[config.mk]
export PLATFORM = sky130hd
export DESIGN_NAME = alu_issue_stage
export DESIGN_NICKNAME = d
export VERILOG_FILES = /design/src/rtl/alu_pkg.sv /design/src/rtl/alu_cmd_fifo.sv /design/src/rtl/alu_issue_stage.sv
export SDC_FILE = /design/constraint.sdc
export NUM_CORES = 1
export LEC_CHECK = 0
export CELL_PAD_IN_SITES_DETAIL_PLACEMENT = 1
export CELL_PAD_IN_SITES_GLOBAL_PLACEMENT = 1
export CORE_MARGIN = 3
export CORE_UTILIZATION = 41
export CTS_BUF_LIST = sky130_fd_sc_hd__clkbuf_4
export CTS_CLUSTER_SIZE = 8
export DETAILED_ROUTE_END_ITERATION = 8
export GPL_TIMING_DRIVEN = 1
export PLACE_DENSITY_LB_ADDON = 0.08
export SLEW_MARGIN = 20
export SYNTH_ARGS = -nofsm -noshare
export SYNTH_HDL_FRONTEND = slang
export SYNTH_SLANG_ARGS = --single-unit
[constraint.sdc]
create_clock -name clk_i -period 1.7 [get_ports clk_i]
set_input_delay 0.34 -clock clk_i [delete_from_list [all_inputs] [get_ports clk_i]]
set_output_delay 0.34 -clock clk_i [all_outputs]
set_load 0.05 [all_outputs]
[src/rtl/alu_pkg.sv]
`default_nettype none
// ============================================================================
// Module      : alu_pkg
// Description : Shared ALU widths, opcode constants, command struct and a
//               reference evaluation function for the 8-bit ALU.
// Revision    : 1.0 - initial release
// ============================================================================
package alu_pkg;

    localparam int c_DATA_W = 8;
    localparam int c_OP_W   = 3;

    localparam logic [c_OP_W-1:0] c_OP_ADD = 3'd0;
    localparam logic [c_OP_W-1:0] c_OP_SUB = 3'd1;
    localparam logic [c_OP_W-1:0] c_OP_SHL = 3'd2;
    localparam logic [c_OP_W-1:0] c_OP_SHR = 3'd3;
    localparam logic [c_OP_W-1:0] c_OP_AND = 3'd4;
    localparam logic [c_OP_W-1:0] c_OP_OR  = 3'd5;
    localparam logic [c_OP_W-1:0] c_OP_XOR = 3'd6;
    localparam logic [c_OP_W-1:0] c_OP_EQ  = 3'd7;

    typedef struct packed {
        logic [c_DATA_W-1:0] a;
        logic [c_DATA_W-1:0] b;
        logic [c_OP_W-1:0]   op;
    } cmd_t;

    // Shift amount uses only the low bits of operand B.
    function automatic logic [c_DATA_W-1:0] alu_eval(
        input logic [c_DATA_W-1:0] a,
        input logic [c_DATA_W-1:0] b,
        input logic [c_OP_W-1:0]   op
    );
        logic [c_DATA_W-1:0] r;
        case (op)
            c_OP_ADD: r = a + b;
            c_OP_SUB: r = a - b;
            c_OP_SHL: r = a << b[$clog2(c_DATA_W)-1:0];
            c_OP_SHR: r = a >> b[$clog2(c_DATA_W)-1:0];
            c_OP_AND: r = a & b;
            c_OP_OR:  r = a | b;
            c_OP_XOR: r = a ^ b;
            default:  r = {{(c_DATA_W-1){1'b0}}, (a == b)};
        endcase
        return r;
    endfunction

endpackage
`default_nettype wire

[src/rtl/alu_cmd_fifo.sv]
`default_nettype none
// ============================================================================
// Module      : alu_cmd_fifo
// Description : Synchronous FIFO with occupancy count; head reads as zero
//               while empty. DEPTH must be a power of two >= 2.
// Revision    : 1.0 - initial release
// ============================================================================
module alu_cmd_fifo #(
    parameter int DEPTH = 4,
    parameter int WIDTH = 19
) (
    input  logic                   clk,
    input  logic                   rst,
    input  logic                   i_push,
    input  logic [WIDTH-1:0]       i_push_data,
    input  logic                   i_pop,
    output logic [WIDTH-1:0]       o_head,
    output logic [$clog2(DEPTH):0] o_count
);

    localparam int c_PTR_W = $clog2(DEPTH);
    localparam int c_CNT_W = c_PTR_W + 1;

    logic [WIDTH-1:0]   r_mem [DEPTH];
    logic [c_PTR_W-1:0] r_wr_ptr;
    logic [c_PTR_W-1:0] r_rd_ptr;
    logic [c_CNT_W-1:0] r_count;
    logic               w_push;
    logic               w_pop;

    assign w_push = i_push && (r_count < c_CNT_W'(DEPTH));
    assign w_pop  = i_pop && (r_count != '0);

    // Storage is not reset; occupancy alone decides what is valid.
    always_ff @(posedge clk) begin
        if (w_push) begin
            r_mem[r_wr_ptr] <= i_push_data;
        end
    end

    always_ff @(posedge clk) begin
        if (rst) begin
            r_wr_ptr <= '0;
            r_rd_ptr <= '0;
            r_count  <= '0;
        end else begin
            if (w_push) r_wr_ptr <= r_wr_ptr + 1'b1;
            if (w_pop)  r_rd_ptr <= r_rd_ptr + 1'b1;
            case ({w_push, w_pop})
                2'b10:   r_count <= r_count + 1'b1;
                2'b01:   r_count <= r_count - 1'b1;
                default: r_count <= r_count;
            endcase
        end
    end

    assign o_head  = (r_count != '0) ? r_mem[r_rd_ptr] : '0;
    assign o_count = r_count;

endmodule
`default_nettype wire

[src/rtl/alu_issue_stage.sv]
`default_nettype none
// ============================================================================
// Module      : alu_issue_stage
// Description : Queues ALU commands, drives the queue head to the external
//               ALU and captures its result with a valid/ready output.
//               Define ALU_ISSUE_ZERO_FLAG_EN to add the zero_o flag.
// Revision    : 1.0 - initial release
// ============================================================================
module alu_issue_stage
    import alu_pkg::*;
#(
    parameter int DEPTH  = 4,
    parameter int DATA_W = c_DATA_W,
    parameter int OP_W   = c_OP_W
) (
    input  logic                   clk_i,
    input  logic                   rst_i,
    input  logic                   cmd_valid_i,
    output logic                   cmd_ready_o,
    input  logic [DATA_W-1:0]      cmd_a_i,
    input  logic [DATA_W-1:0]      cmd_b_i,
    input  logic [OP_W-1:0]        cmd_op_i,
    output logic [DATA_W-1:0]      alu_a_o,
    output logic [DATA_W-1:0]      alu_b_o,
    output logic [OP_W-1:0]        alu_op_o,
    input  logic [DATA_W-1:0]      alu_res_i,
    output logic                   res_valid_o,
    input  logic                   res_ready_i,
    output logic [DATA_W-1:0]      res_data_o,
    output logic [OP_W-1:0]        res_op_o,
    output logic [$clog2(DEPTH):0] count_o
`ifdef ALU_ISSUE_ZERO_FLAG_EN
    ,
    output logic                   zero_o
`endif
);

    localparam int c_CNT_W   = $clog2(DEPTH) + 1;
    localparam int c_ENTRY_W = 2 * DATA_W + OP_W;

    localparam logic [0:0] c_RES_EMPTY = 1'b0;
    localparam logic [0:0] c_RES_FULL  = 1'b1;

    logic [0:0]           r_res_state;
    logic [DATA_W-1:0]    r_res_data;
    logic [OP_W-1:0]      r_res_op;
    logic [c_CNT_W-1:0]   w_count;
    logic [c_ENTRY_W-1:0] w_head;
    logic                 w_cmd_ready;
    logic                 w_push;
    logic                 w_issue;
    logic                 w_res_valid;

    assign w_res_valid = (r_res_state == c_RES_FULL);
    // Readiness looks only at registered occupancy, never at a same-cycle pop.
    assign w_cmd_ready = (w_count < c_CNT_W'(DEPTH));
    assign w_push      = cmd_valid_i && w_cmd_ready;
    assign w_issue     = (w_count != '0) && (!w_res_valid || res_ready_i);

    alu_cmd_fifo #(
        .DEPTH (DEPTH),
        .WIDTH (c_ENTRY_W)
    ) u_cmd_fifo (
        .clk         (clk_i),
        .rst         (rst_i),
        .i_push      (w_push),
        .i_push_data ({cmd_a_i, cmd_b_i, cmd_op_i}),
        .i_pop       (w_issue),
        .o_head      (w_head),
        .o_count     (w_count)
    );

    assign {alu_a_o, alu_b_o, alu_op_o} = w_head;

    always_ff @(posedge clk_i) begin
        if (rst_i) begin
            r_res_state <= c_RES_EMPTY;
            r_res_data  <= '0;
            r_res_op    <= '0;
        end else if (w_issue) begin
            r_res_state <= c_RES_FULL;
            r_res_data  <= alu_res_i;
            r_res_op    <= alu_op_o;
        end else if (w_res_valid && res_ready_i) begin
            r_res_state <= c_RES_EMPTY;
        end
    end

`ifdef ALU_ISSUE_ZERO_FLAG_EN
    logic r_zero;

    always_ff @(posedge clk_i) begin
        if (rst_i) begin
            r_zero <= 1'b0;
        end else if (w_issue) begin
            r_zero <= (alu_res_i == '0);
        end
    end

    assign zero_o = r_zero;
`endif

    assign cmd_ready_o = w_cmd_ready;
    assign res_valid_o = w_res_valid;
    assign res_data_o  = r_res_data;
    assign res_op_o    = r_res_op;
    assign count_o     = w_count;

endmodule
`default_nettype wire

==> results of run 1 <==
state kept, by name, summed over array words and instances, names as in the netlist, named ones only:
register	cells
res_valid_o	1
u_cmd_fifo.r_wr_ptr	2
res_data_o	8
u_cmd_fifo.r_rd_ptr	2
u_cmd_fifo.o_count	3
res_op_o	3
u_cmd_fifo.r_mem	76
how the worst max path moves through the flow:
stage	cells past startpoint	slack [ps]	endpoint
2_1_floorplan	9	-130	u_cmd_fifo.o_count[2]
3_3_place_gp	9	-540	u_cmd_fifo.o_count[2]
3_5_place_dp	9	-560	u_cmd_fifo.o_count[2]
4_1_cts	5	-530	alu_a_o[1]
5_1_grt	5	-580	alu_a_o[1]
6_report	5	-490	alu_a_o[1]
cells in the final DEF, fill, tap and decap left out, drive strengths merged, types with 2 or more instances in the layout:
cell type / count
a21oi: 16
and2: 23
buf: 59
clkbuf: 10
clkdlybuf4s50: 30
clkinv: 3
clkinvlp: 2
dfxtp: 21
edfxtp: 76
ha: 5
inv: 9
mux4: 19
nand3: 11
nor2: 7
nor2b: 2
o21ai: 13
or3: 3
xor2: 2
where the power goes:
part	switching, mW	internal (mW)	total (mW)
combinational	2.91	2.51	5.42
clock	0.736	0.321	1.06
sequential	0.161	2.95	3.11
total	3.81	5.78	9.59
cell families (layout without fill, tap and decap cells):
logic type / count (synthesis) / count (layout) / share of synthesized area
and+or+nand+nor: 48 / 48 / 0.07129
DFF: 97 / 97 / 0.7063
AOI/OAI and AO/OA: 31 / 31 / 0.04251
buffers and inverters: 21 / 114 / 0.02812
muxes: 20 / 20 / 0.1233
adders and majority gates: 6 / 6 / 0.02158
xor gates and xnor gates: 3 / 3 / 0.006868
per-layer routing:
metal / routed length, microns / vias up / part of all wire
met4: 101 / 0 / 0.013
met5: 0 / - / 0
li1: - / 1036 / -
met2: 4111 / 53 / 0.52
met3: 360 / 10 / 0.045
met1: 3344 / 1137 / 0.42
worst max-delay path: cells and delay by family, from the launching register on:
family | cells | cell delay, ps
buffers and inverters | 3 | 400
and+or+nand+nor | 1 | 160
DFF | 1 | 380
muxes | 1 | 500
per-stage QoR:
| stage | cells | setup TNS [ps] | util | hold WS [ps] | area [sq um] |
|---|---|---|---|---|---|
| 2_1_floorplan | 226 | -131.9 | - | 438.9 | 3895 |
| 3_3_place_gp | 408 | -12420 | 0.5345 | 461.4 | 4752 |
| 3_5_place_dp | 408 | -14100 | 0.5345 | 478.5 | 4752 |
| 4_1_cts | 427 | -9120 | 0.5701 | 426.7 | 5069 |
| 5_1_grt | 427 | -10210 | 0.5718 | 456.6 | 5084 |
| 6_report | 427 | -8210 | 0.5718 | 460.2 | 5084 |
cell type report:
type,count,area (sq um)
Tap cell,108,135.1
Multi-Input combinational cell,108,1074
Clock buffer,10,75.07
Clock inverter,6,42.54
Timing Repair Buffer,90,1008
Inverter,8,30.03
Fill cell,842,3807
Sequential cell,97,2719
timing repair:
| item | 4_1_cts | 5_1_grt |
|---|---|---|
| gates cloned | 1 | 0 |
| gates resized for setup | 61 | 4 |
| pin swaps | 16 | 2 |
| endpoints found under the setup margin | 20 | 21 |
| setup buffers | 2 | 0 |
==> results.txt, run 1 <==
Outcome - finished, violations left
Failing checks - negative setup slack
Drt first pass iters - 4
Total track usage - 0.1593
CTS tree - built
Design Power - 9.590 mW
Clock slew at reported path FFs - 150 ps
RD Place Congestion - 0.7332
DIE AREA - 10530 sq um
Overflow after GRT - 0
Startpoint Class - flop
TritonCTS buffer count - 9
Pleak - 1.798 nW
Final critical-path required period - 2188 ps
Root buffer cell - clkbuf_4
Cell taking the most area after synthesis - edfxtp_1
# port buffers - 65
Worst Path Max Fanout - 7
Hold_buf cts - 0
Layout overhead on the synthesized area - 32.86%
Synthesis Warnings - 0
Synth cell count leaders - 76 x edfxtp_1, 23 x and2_1, 21 x dfxtp_1, 16 x a21oi_1, 13 x o21ai_0
Max Fclk - 0.4571 GHz
Count leader, synth - edfxtp_1
Worst-Skew Late Latency - 420 ps
Final Hold Viols - 0
FFs w/ async S/R, synth - 0
Syn Area/Cell - 16.93 sq um
Data required, critical path - 1360 ps
Final wirelength - 7917 microns
Antenna viol nets, final - 0
CP Class - flop to output pin
R2R cell count - 9
Slew Viols, Final - 0
VDD IR max - 0.0009151 V
Crit path largest cell delay - 500 ps
Post-route DRC - 0
Wire length of the first global-routing pass - 12580 microns
Synth top area share - 0.5965
Worst hold path type - input port to flop
Flop-to-flop setup slack - -100 ps
Post-synth cell types - 25
Worst slew pin tran - 250.3 ps
Synth Flop Type - edfxtp_1
Clk_skew - 17.72 ps
Avg Vias per Cell - 5.237
Largest net degree at the start of global routing - 20
Post-route setup slack - -487.9 ps
Initial antenna violation count - 0
Vias in the first global route - 2402
Worst Hold Path EP - res_data_o[3]
Reg2Reg Launch Point - u_cmd_fifo.o_count[2]
GRT busiest layer - met2
Synthesized Nets - 263
Max cap viols - 0
Met2 Usage GRT - 0.2766
PwrDens - 1886 nW/um^2
Final net count - 351
Hold Crit Depth - 3
Initial drt markers - 93
Row Count - 34
Core box area - 8891 sq um
Clock Sinks - 97
Die height - 102.6 microns
Worst Path Arrival - 1850 ps
Met1 usage - 0.2009
Starting density of the core - 0.4303
DIE WIDTH - 102.6 microns
Post-synthesis sequential area ratio - 0.7063
Post-DP HPWL - 5140 microns
Io pins - 66
Max_slew headroom - 0.8326
Slowest-stage cell, CP - mux4_2
Final setup viols - 20
FF-to-FF End - u_cmd_fifo.o_count[2]
Critical-path cell list - buf_6, buf_12, mux4_2, and2_4, buf_8
Wirelength per Cell - 18.54 microns
Met3 global-route usage - 0.02977
Worst Hold Launch - alu_res_i[3]
Synthesized flop and latch total - 97
Diodes inserted - 0
Post-synth EDFFs - 76
Cells after Synth - 226
Layout cells sized above 1 - 0.4044
RSZ-0062 raised after global routing - true
Pre-CTS setup slack - -561.1 ps
Post-Syn Area - 3826 sq um
Clk buf depth - 2
Via count - 2236
Synth top area cells - edfxtp_1 60%, dfxtp_1 11%, mux4_1 6.2%
H-tree depth - 3
Period utilization - 1.287
CP Capture Type - output pin
Note: power is estimated with default switching activity, not from simulation.
==> run 2: changes to the inputs <==
--- a/config.mk
+++ b/config.mk
@@ -10,7 +10,7 @@
 export CORE_MARGIN = 3
 export CORE_UTILIZATION = 41
 export CTS_BUF_LIST = sky130_fd_sc_hd__clkbuf_4
-export CTS_CLUSTER_SIZE = 8
+export CTS_CLUSTER_SIZE = 16
 export DETAILED_ROUTE_END_ITERATION = 8
 export GPL_TIMING_DRIVEN = 1
 export PLACE_DENSITY_LB_ADDON = 0.08
==> results of run 2 <==
Same layout as run 1: the final DEF is identical, and so are final timing and power.
